`src/rtl/lsu_handshake.sv`:
```
// lsu_handshake: multi-cycle load/store unit between the core and a data-memory bus.
//
// One access is accepted from the core per request. Each accepted access either
// faults straight away or runs one valid/ready transaction on the memory bus.
// The core is stalled meanwhile. Completion is a one-cycle done pulse carrying a
// fault code and, for loads, a registered sign/zero-extended result.
//
// Handshake semantics (both sides):
//   Core side: an access is taken on the rising edge where req_valid=1 and
//   req_ready=1 and the access is a load or a store. While not ready, the core
//   keeps req_valid and its fields asserted.
//   Memory side: mem_valid, mem_addr, mem_we, mem_wdata and mem_wstrb stay
//   stable from the first BUS cycle until the edge where mem_ready=1. That edge
//   completes the transfer, and mem_rdata is sampled on it. mem_valid is never
//   withdrawn early, except on a bus timeout or on reset.
//
// Ports:
//   clk, rst (async, active low)
//   req_valid, req_ready, is_load, is_store, funct3, addr, wdata : core request
//   rdata, done, fault, stall                                    : core response
//   mem_valid, mem_ready, mem_we, mem_addr, mem_wdata, mem_wstrb,
//   mem_rdata                                                    : memory bus
//   state_dbg : current FSM state (0 IDLE, 1 BUS, 2 RESP)
module lsu_handshake #(
    parameter int DATA_W  = 32,
    parameter int ADDR_W  = 32,
    parameter int TIMEOUT = 255,
    localparam int NB     = DATA_W / 8,
    localparam int OFF_W  = $clog2(NB)
) (
    input  logic              clk,
    input  logic              rst,
    input  logic              req_valid,
    output logic              req_ready,
    input  logic              is_load,
    input  logic              is_store,
    input  logic [2:0]        funct3,
    input  logic [ADDR_W-1:0] addr,
    input  logic [DATA_W-1:0] wdata,
    output logic [DATA_W-1:0] rdata,
    output logic              done,
    output logic [1:0]        fault,
    output logic              stall,
    output logic              mem_valid,
    input  logic              mem_ready,
    output logic              mem_we,
    output logic [ADDR_W-1:0] mem_addr,
    output logic [DATA_W-1:0] mem_wdata,
    output logic [NB-1:0]     mem_wstrb,
    input  logic [DATA_W-1:0] mem_rdata,
    output logic [1:0]        state_dbg
);

    typedef enum logic [1:0] {
        IDLE = 2'd0,
        BUS  = 2'd1,
        RESP = 2'd2
    } state_t;

    localparam logic [1:0] F_OK      = 2'b00;
    localparam logic [1:0] F_MISALIGN = 2'b01;
    localparam logic [1:0] F_TIMEOUT = 2'b10;
    localparam logic [1:0] F_ILLEGAL = 2'b11;

    // Wide enough to hold TIMEOUT-1; at least one bit when the timeout is disabled.
    localparam int CNT_W = $clog2(TIMEOUT + 2);
    localparam logic [CNT_W-1:0] TO_LAST = CNT_W'((TIMEOUT == 0) ? 0 : TIMEOUT - 1);

    state_t              state_q, state_d;
    logic [1:0]          fault_q, fault_d;
    logic [CNT_W-1:0]    cnt_q, cnt_d;
    logic [DATA_W-1:0]   rdata_q;
    logic [ADDR_W-1:0]   lat_addr;
    logic [2:0]          lat_f3;
    logic [DATA_W-1:0]   lat_wdata;
    logic                lat_store;

    logic                accept;
    logic                latch;
    logic                load_rdata;
    logic                f3_legal;
    logic                misaligned;
    logic [1:0]          req_fault;
    logic [OFF_W-1:0]    lat_off;
    logic [DATA_W-1:0]   shifted;
    logic [DATA_W-1:0]   ext;
    logic [NB-1:0]       size_mask;
    logic [DATA_W-1:0]   rep_wdata;

    // Gating with rst keeps stall low while reset is held, even if req_valid is high.
    assign accept = rst && (state_q == IDLE) && req_valid && (is_load || is_store);

    // Legality and alignment are judged on the live request at acceptance.
    always_comb begin
        f3_legal = 1'b0;
        if (is_load && is_store) begin
            f3_legal = 1'b0;
        end else if (is_load) begin
            case (funct3)
                3'b000, 3'b001, 3'b010, 3'b100, 3'b101: f3_legal = 1'b1;
                3'b011, 3'b110:                         f3_legal = (DATA_W == 64);
                default:                                f3_legal = 1'b0;
            endcase
        end else begin
            case (funct3)
                3'b000, 3'b001, 3'b010: f3_legal = 1'b1;
                3'b011:                 f3_legal = (DATA_W == 64);
                default:                f3_legal = 1'b0;
            endcase
        end
    end

    always_comb begin
        misaligned = 1'b0;
        case (funct3[1:0])
            2'b00:   misaligned = 1'b0;
            2'b01:   misaligned = addr[0];
            2'b10:   misaligned = |addr[1:0];
            default: misaligned = |addr[2:0];
        endcase
    end

    assign req_fault = !f3_legal ? F_ILLEGAL : (misaligned ? F_MISALIGN : F_OK);

    // Next-state logic.
    always_comb begin
        state_d    = state_q;
        fault_d    = fault_q;
        cnt_d      = cnt_q;
        latch      = 1'b0;
        load_rdata = 1'b0;
        case (state_q)
            IDLE: begin
                if (accept) begin
                    latch = 1'b1;
                    if (req_fault != F_OK) begin
                        state_d = RESP;
                        fault_d = req_fault;
                    end else begin
                        state_d = BUS;
                        cnt_d   = '0;
                    end
                end
            end
            BUS: begin
                if (mem_ready) begin
                    state_d    = RESP;
                    fault_d    = F_OK;
                    load_rdata = !lat_store;
                end else if ((TIMEOUT != 0) && (cnt_q == TO_LAST)) begin
                    state_d = RESP;
                    fault_d = F_TIMEOUT;
                end else begin
                    cnt_d = cnt_q + 1'b1;
                end
            end
            RESP:    state_d = IDLE;
            default: state_d = IDLE;
        endcase
    end

    always_ff @(posedge clk or negedge rst) begin
        if (!rst) begin
            state_q   <= IDLE;
            fault_q   <= F_OK;
            cnt_q     <= '0;
            rdata_q   <= '0;
            lat_addr  <= '0;
            lat_f3    <= '0;
            lat_wdata <= '0;
            lat_store <= 1'b0;
        end else begin
            state_q <= state_d;
            fault_q <= fault_d;
            cnt_q   <= cnt_d;
            if (latch) begin
                lat_addr  <= addr;
                lat_f3    <= funct3;
                lat_wdata <= wdata;
                lat_store <= is_store;
            end
            if (load_rdata) begin
                rdata_q <= ext;
            end
        end
    end

    // Load lane extraction: bring the addressed lane down to bit 0, then extend.
    assign lat_off = lat_addr[OFF_W-1:0];
    assign shifted = mem_rdata >> {lat_off, 3'b000};

    always_comb begin
        ext = shifted;
        case (lat_f3)
            3'b000:  ext = DATA_W'($signed(shifted[7:0]));
            3'b001:  ext = DATA_W'($signed(shifted[15:0]));
            3'b010:  ext = DATA_W'($signed(shifted[31:0]));
            3'b100:  ext = DATA_W'(shifted[7:0]);
            3'b101:  ext = DATA_W'(shifted[15:0]);
            3'b110:  ext = DATA_W'(shifted[31:0]);
            default: ext = shifted;
        endcase
    end

    // Store data is replicated across lanes so that the strobes alone pick the bytes.
    always_comb begin
        size_mask = {NB{1'b1}};
        rep_wdata = lat_wdata;
        case (lat_f3[1:0])
            2'b00: begin
                size_mask = NB'(1);
                rep_wdata = {NB{lat_wdata[7:0]}};
            end
            2'b01: begin
                size_mask = NB'(3);
                rep_wdata = {(NB / 2){lat_wdata[15:0]}};
            end
            2'b10: begin
                size_mask = NB'(15);
                rep_wdata = {(NB / 4){lat_wdata[31:0]}};
            end
            default: begin
                size_mask = {NB{1'b1}};
                rep_wdata = lat_wdata;
            end
        endcase
    end

    assign req_ready = (state_q == IDLE);
    assign stall     = accept || (state_q == BUS);
    assign done      = (state_q == RESP);
    assign fault     = fault_q;
    assign rdata     = rdata_q;
    assign mem_valid = (state_q == BUS);
    assign mem_we    = (state_q == BUS) && lat_store;
    assign mem_addr  = {lat_addr[ADDR_W-1:OFF_W], {OFF_W{1'b0}}};
    assign mem_wdata = rep_wdata;
    assign mem_wstrb = ((state_q == BUS) && lat_store) ? (size_mask << lat_off) : '0;
    assign state_dbg = state_q;

endmodule

```
`config.mk`:
```
export PLATFORM = sky130hd
export DESIGN_NAME = lsu_handshake
export DESIGN_NICKNAME = d
export VERILOG_FILES = /design/src/rtl/lsu_handshake.sv
export SDC_FILE = /design/constraint.sdc
export NUM_CORES = 1
export LEC_CHECK = 0
export ABC_AREA = 1
export BUFFER_PORTS_ARGS = -buffer_cell sky130_fd_sc_hd__buf_2
export CAP_MARGIN = 20
export CELL_PAD_IN_SITES_DETAIL_PLACEMENT = 2
export CELL_PAD_IN_SITES_GLOBAL_PLACEMENT = 2
export CORE_MARGIN = 2
export CORE_UTILIZATION = 25
export CTS_BUF_LIST = sky130_fd_sc_hd__clkbuf_4 sky130_fd_sc_hd__clkbuf_8
export CTS_CLUSTER_DIAMETER = 60
export DETAILED_ROUTE_END_ITERATION = 6
export PLACE_DENSITY_LB_ADDON = 0.1
export SLEW_MARGIN = 5
export SYNTH_ARGS = -nofsm -noshare
export SYNTH_HDL_FRONTEND = slang
export SYNTH_SLANG_ARGS = --single-unit
```
`constraint.sdc`:
```
create_clock -name clk -period 1.3 [get_ports clk]
set_input_delay 0.13 -clock clk [delete_from_list [all_inputs] [get_ports clk]]
set_output_delay 0.13 -clock clk [all_outputs]
set_load 0.02 [all_outputs]
```
==> results.json <==
{
  "grt_use_total": 0.2286,
  "arrival_ps": 1670,
  "placement_rows": 56,
  "fin_tns_setup_ps": -45540,
  "r2r_cells": 10,
  "maxCapViolCount": 0,
  "grt_pass1_vias": 7832,
  "power_mw": 16.49,
  "fin_skew_ps": 21.83,
  "grt.overflow.total": 0,
  "yosysTopAreaCell": "dfrtp_1",
  "drive_gt1_frac": 0.4260,
  "die_x_um": 159.4,
  "slew_headroom": 0.5247,
  "ys_seq_area_frac": 0.4682,
  "power.switching_mw": 7.181,
  "required_ps": 1170,
  "clock_path_buffers": 2,
  "drc": 0,
  "criticalPathCategory": "reg2out",
  "antenna_found_initial": 1,
  "worstHoldPathType": "in2reg",
  "post_drt_wl_per_cell_um": 19.50,
  "violations": "negative setup slack",
  "rsz0062_at_grt": "yes",
  "crit_fanout": 4,
  "yosys-top-cells-area": "dfrtp_1 47%, nand2_1 24%, buf_4 5.2%",
  "clockPowerShare": 0.197,
  "hpwl_um": 16500,
  "worstMarginPinSlew_ps": 712.9,
  "syn_area_um2": 6040,
  "slew_violations": 0,
  "status": "complete, but fails checks",
  "setup_ws_ps": -501.5,
  "fp.dieH_um": 159.4,
  "cts.sinks": 113,
  "swShare": 0.4354,
  "synth_edf_count": 0,
  "syn_to_final_growth_pct": 78.00,
  "hold_violations": 0,
  "period_minus_slack_ps": 1802,
  "worstSkewPairLatency_ps": 460,
  "synth_common_cells": "381 x nand2_1, 113 x dfrtp_1, 56 x inv_1",
  "synthCells": 819,
  "postSynthRegisterBits": 113,
  "grt_max_degree": 114,
  "synth_top_area_share": 0.4682,
  "initial_core_util": 0.2558,
  "hold_depth": 5,
  "grt_pass1_wl_um": 45170,
  "synth_cell_types": 30,
  "yosysWarningCount": 0,
  "fin_nets": 1277,
  "route.antenna.remaining_nets": 0,
  "postRouteWirelength_um": 29310,
  "ir_drop_v": 0.0006266,
  "critPathLaunchType": "flop",
  "drt_iter0_drc": 243,
  "numCtsBuffers": 17,
  "dieArea_um2": 25420,
  "ioPinCount": 214,
  "async_reset_ff_frac": 1.000,
  "vias_per_cell": 4.545,
  "pwr-share-comb": 0.483,
  "cts_tree": "yes",
  "cp-end-kind": "output port",
  "seqPwrFrac": 0.320,
  "fin_crit_sh": 1.386,
  "fmax_mhz": 555.1,
  "synth_most_common_cell": "nand2_1",
  "clock-root-buffer": "clkbuf_8",
  "num_vias": 6831,
  "p_leak_nw": 5.581,
  "path_clk_slew_ps": 80,
  "core-area_um2": 23610,
  "port_buffers": 211,
  "finalSetupViolCount": 148,
  "p_int_mw": 9.312,
  "power.density_nw_per_um2": 1534,
  "dr.pass1.iters": 4,
  "htreeDepth": 4,
  "hold_ws_ps": 66.61,
  "syn-mean-instance-area_um2": 7.374,
  "place_congestion": 0.7559,
  "synth_flop_cell": "dfrtp_1"
}
-- routing by layer --
metal	GRT usage	routed length (um)	vias to the layer above
met5	0	0	-
met4	0.05455	255	0
met3	0.05392	1264	23
met2	0.4111	15470	167
met1	0.2755	12320	3425
li1	-	-	3216
-- placed cells by master (no fill, tap or decap), types with 24 or more instances in the layout --
| cell type | synthesis | routed |
|---|---|---|
| buf_4 | 42 | 67 |
| dlygate4sd3_1 | 0 | 66 |
| nand3_1 | 39 | 30 |
| dfrtp_1 | 113 | 103 |
| nand2_4 | 1 | 24 |
| buf_6 | 3 | 42 |
| nor2_1 | 44 | 29 |
| nand2_2 | 2 | 27 |
| inv_1 | 56 | 52 |
| nand2_1 | 381 | 334 |
| buf_2 | 21 | 175 |
-- flip-flops by register name (all words and copies together) (netlist names) --
| register | flops |
|---|---|
| fault | 2 |
| lat_addr | 32 |
| state_dbg | 2 |
| cnt_q | 9 |
| rdata | 32 |
| lat_store | 1 |
| lat_f3 | 3 |
| lat_wdata | 32 |
-- through the flow --
stage | instances | instance area (um^2) | utilization | setup WS [ps]
final | 1503 | 10750 | 0.4553 | -501.5
after detailed placement | 1341 | 7691 | 0.3257 | -217.6
after floorplan | 820 | 6153 | - | -297.5
after CTS | 1486 | 10190 | 0.4316 | -504.4
after global routing | 1503 | 10750 | 0.4553 | -600.6
after global placement | 1341 | 7691 | 0.3257 | -167.9
-- worst max-delay path, stage by stage (launching register included) --
cell and delay [ps]:
dfrtp_2 470, nor2_4 200, buf_4 170, inv_6 50, nor2_4 130, nor3_4 70
buf_6 140
-- cell families (layout without fill, tap and decap cells) --
group / after synthesis / after routing / synth area share
flops: 113 / 113 / 0.4682
simple gates: 482 / 485 / 0.3205
other cells: 1 / 3 / 0.0006209
xor+xnor: 3 / 3 / 0.004351
buf+inv: 139 / 499 / 0.1210
fa+ha+maj: 2 / 2 / 0.004143
compound gates: 79 / 79 / 0.08121
-- timing repair --
action / 4_1_cts / 5_1_grt
buffers inserted: 24 / 17
hold endpoints to repair: 178 / 0
setup endpoints to repair: 147 / 151
hold buffers: 66 / 0
pin swaps: 28 / 48
cloned: 25 / 6
gates resized for setup: 184 / 138
-- power groups by stage --
| stage | Clock [mW] | Sequential [mW] | Combinational (mW) |
|---|---|---|---|
| after global routing | 3.54 | 5.43 | 8.63 |
| after detailed placement | 0 | 5.19 | 5.96 |
| after global placement | 0 | 5.17 | 5.85 |
| after CTS | 3.32 | 5.18 | 7.24 |
| final | 3.26 | 5.28 | 7.96 |
| after floorplan | 0 | 5.67 | 3.24 |
-- path summary, 6_finish.rpt --
check	slack, ps	start	end
max	-500	lat_f3[1]	mem_wstrb[3]
min	70	mem_rdata[4]	rdata[4]
max reg2reg	-450	state_dbg[1]	rdata[15]
min reg2reg	480	lat_addr[26]	lat_addr[26]
max in group asynchronous	340	rst	rdata[10]
min in group asynchronous	360	rst	rdata[7]
-- layout make-up --
cell class,count,area [um^2]
repair inverters,1,16.27
diodes,1,2.502
repair buffers,404,3774
inverters,62,276.5
clock inverters,13,103.9
multi-input cells,571,3077
fillers,2652,12860
clock buffers,19,261.5
well taps,319,399.1
flip-flops and latches,113,2840
Power figures use the tool's default switching activity.
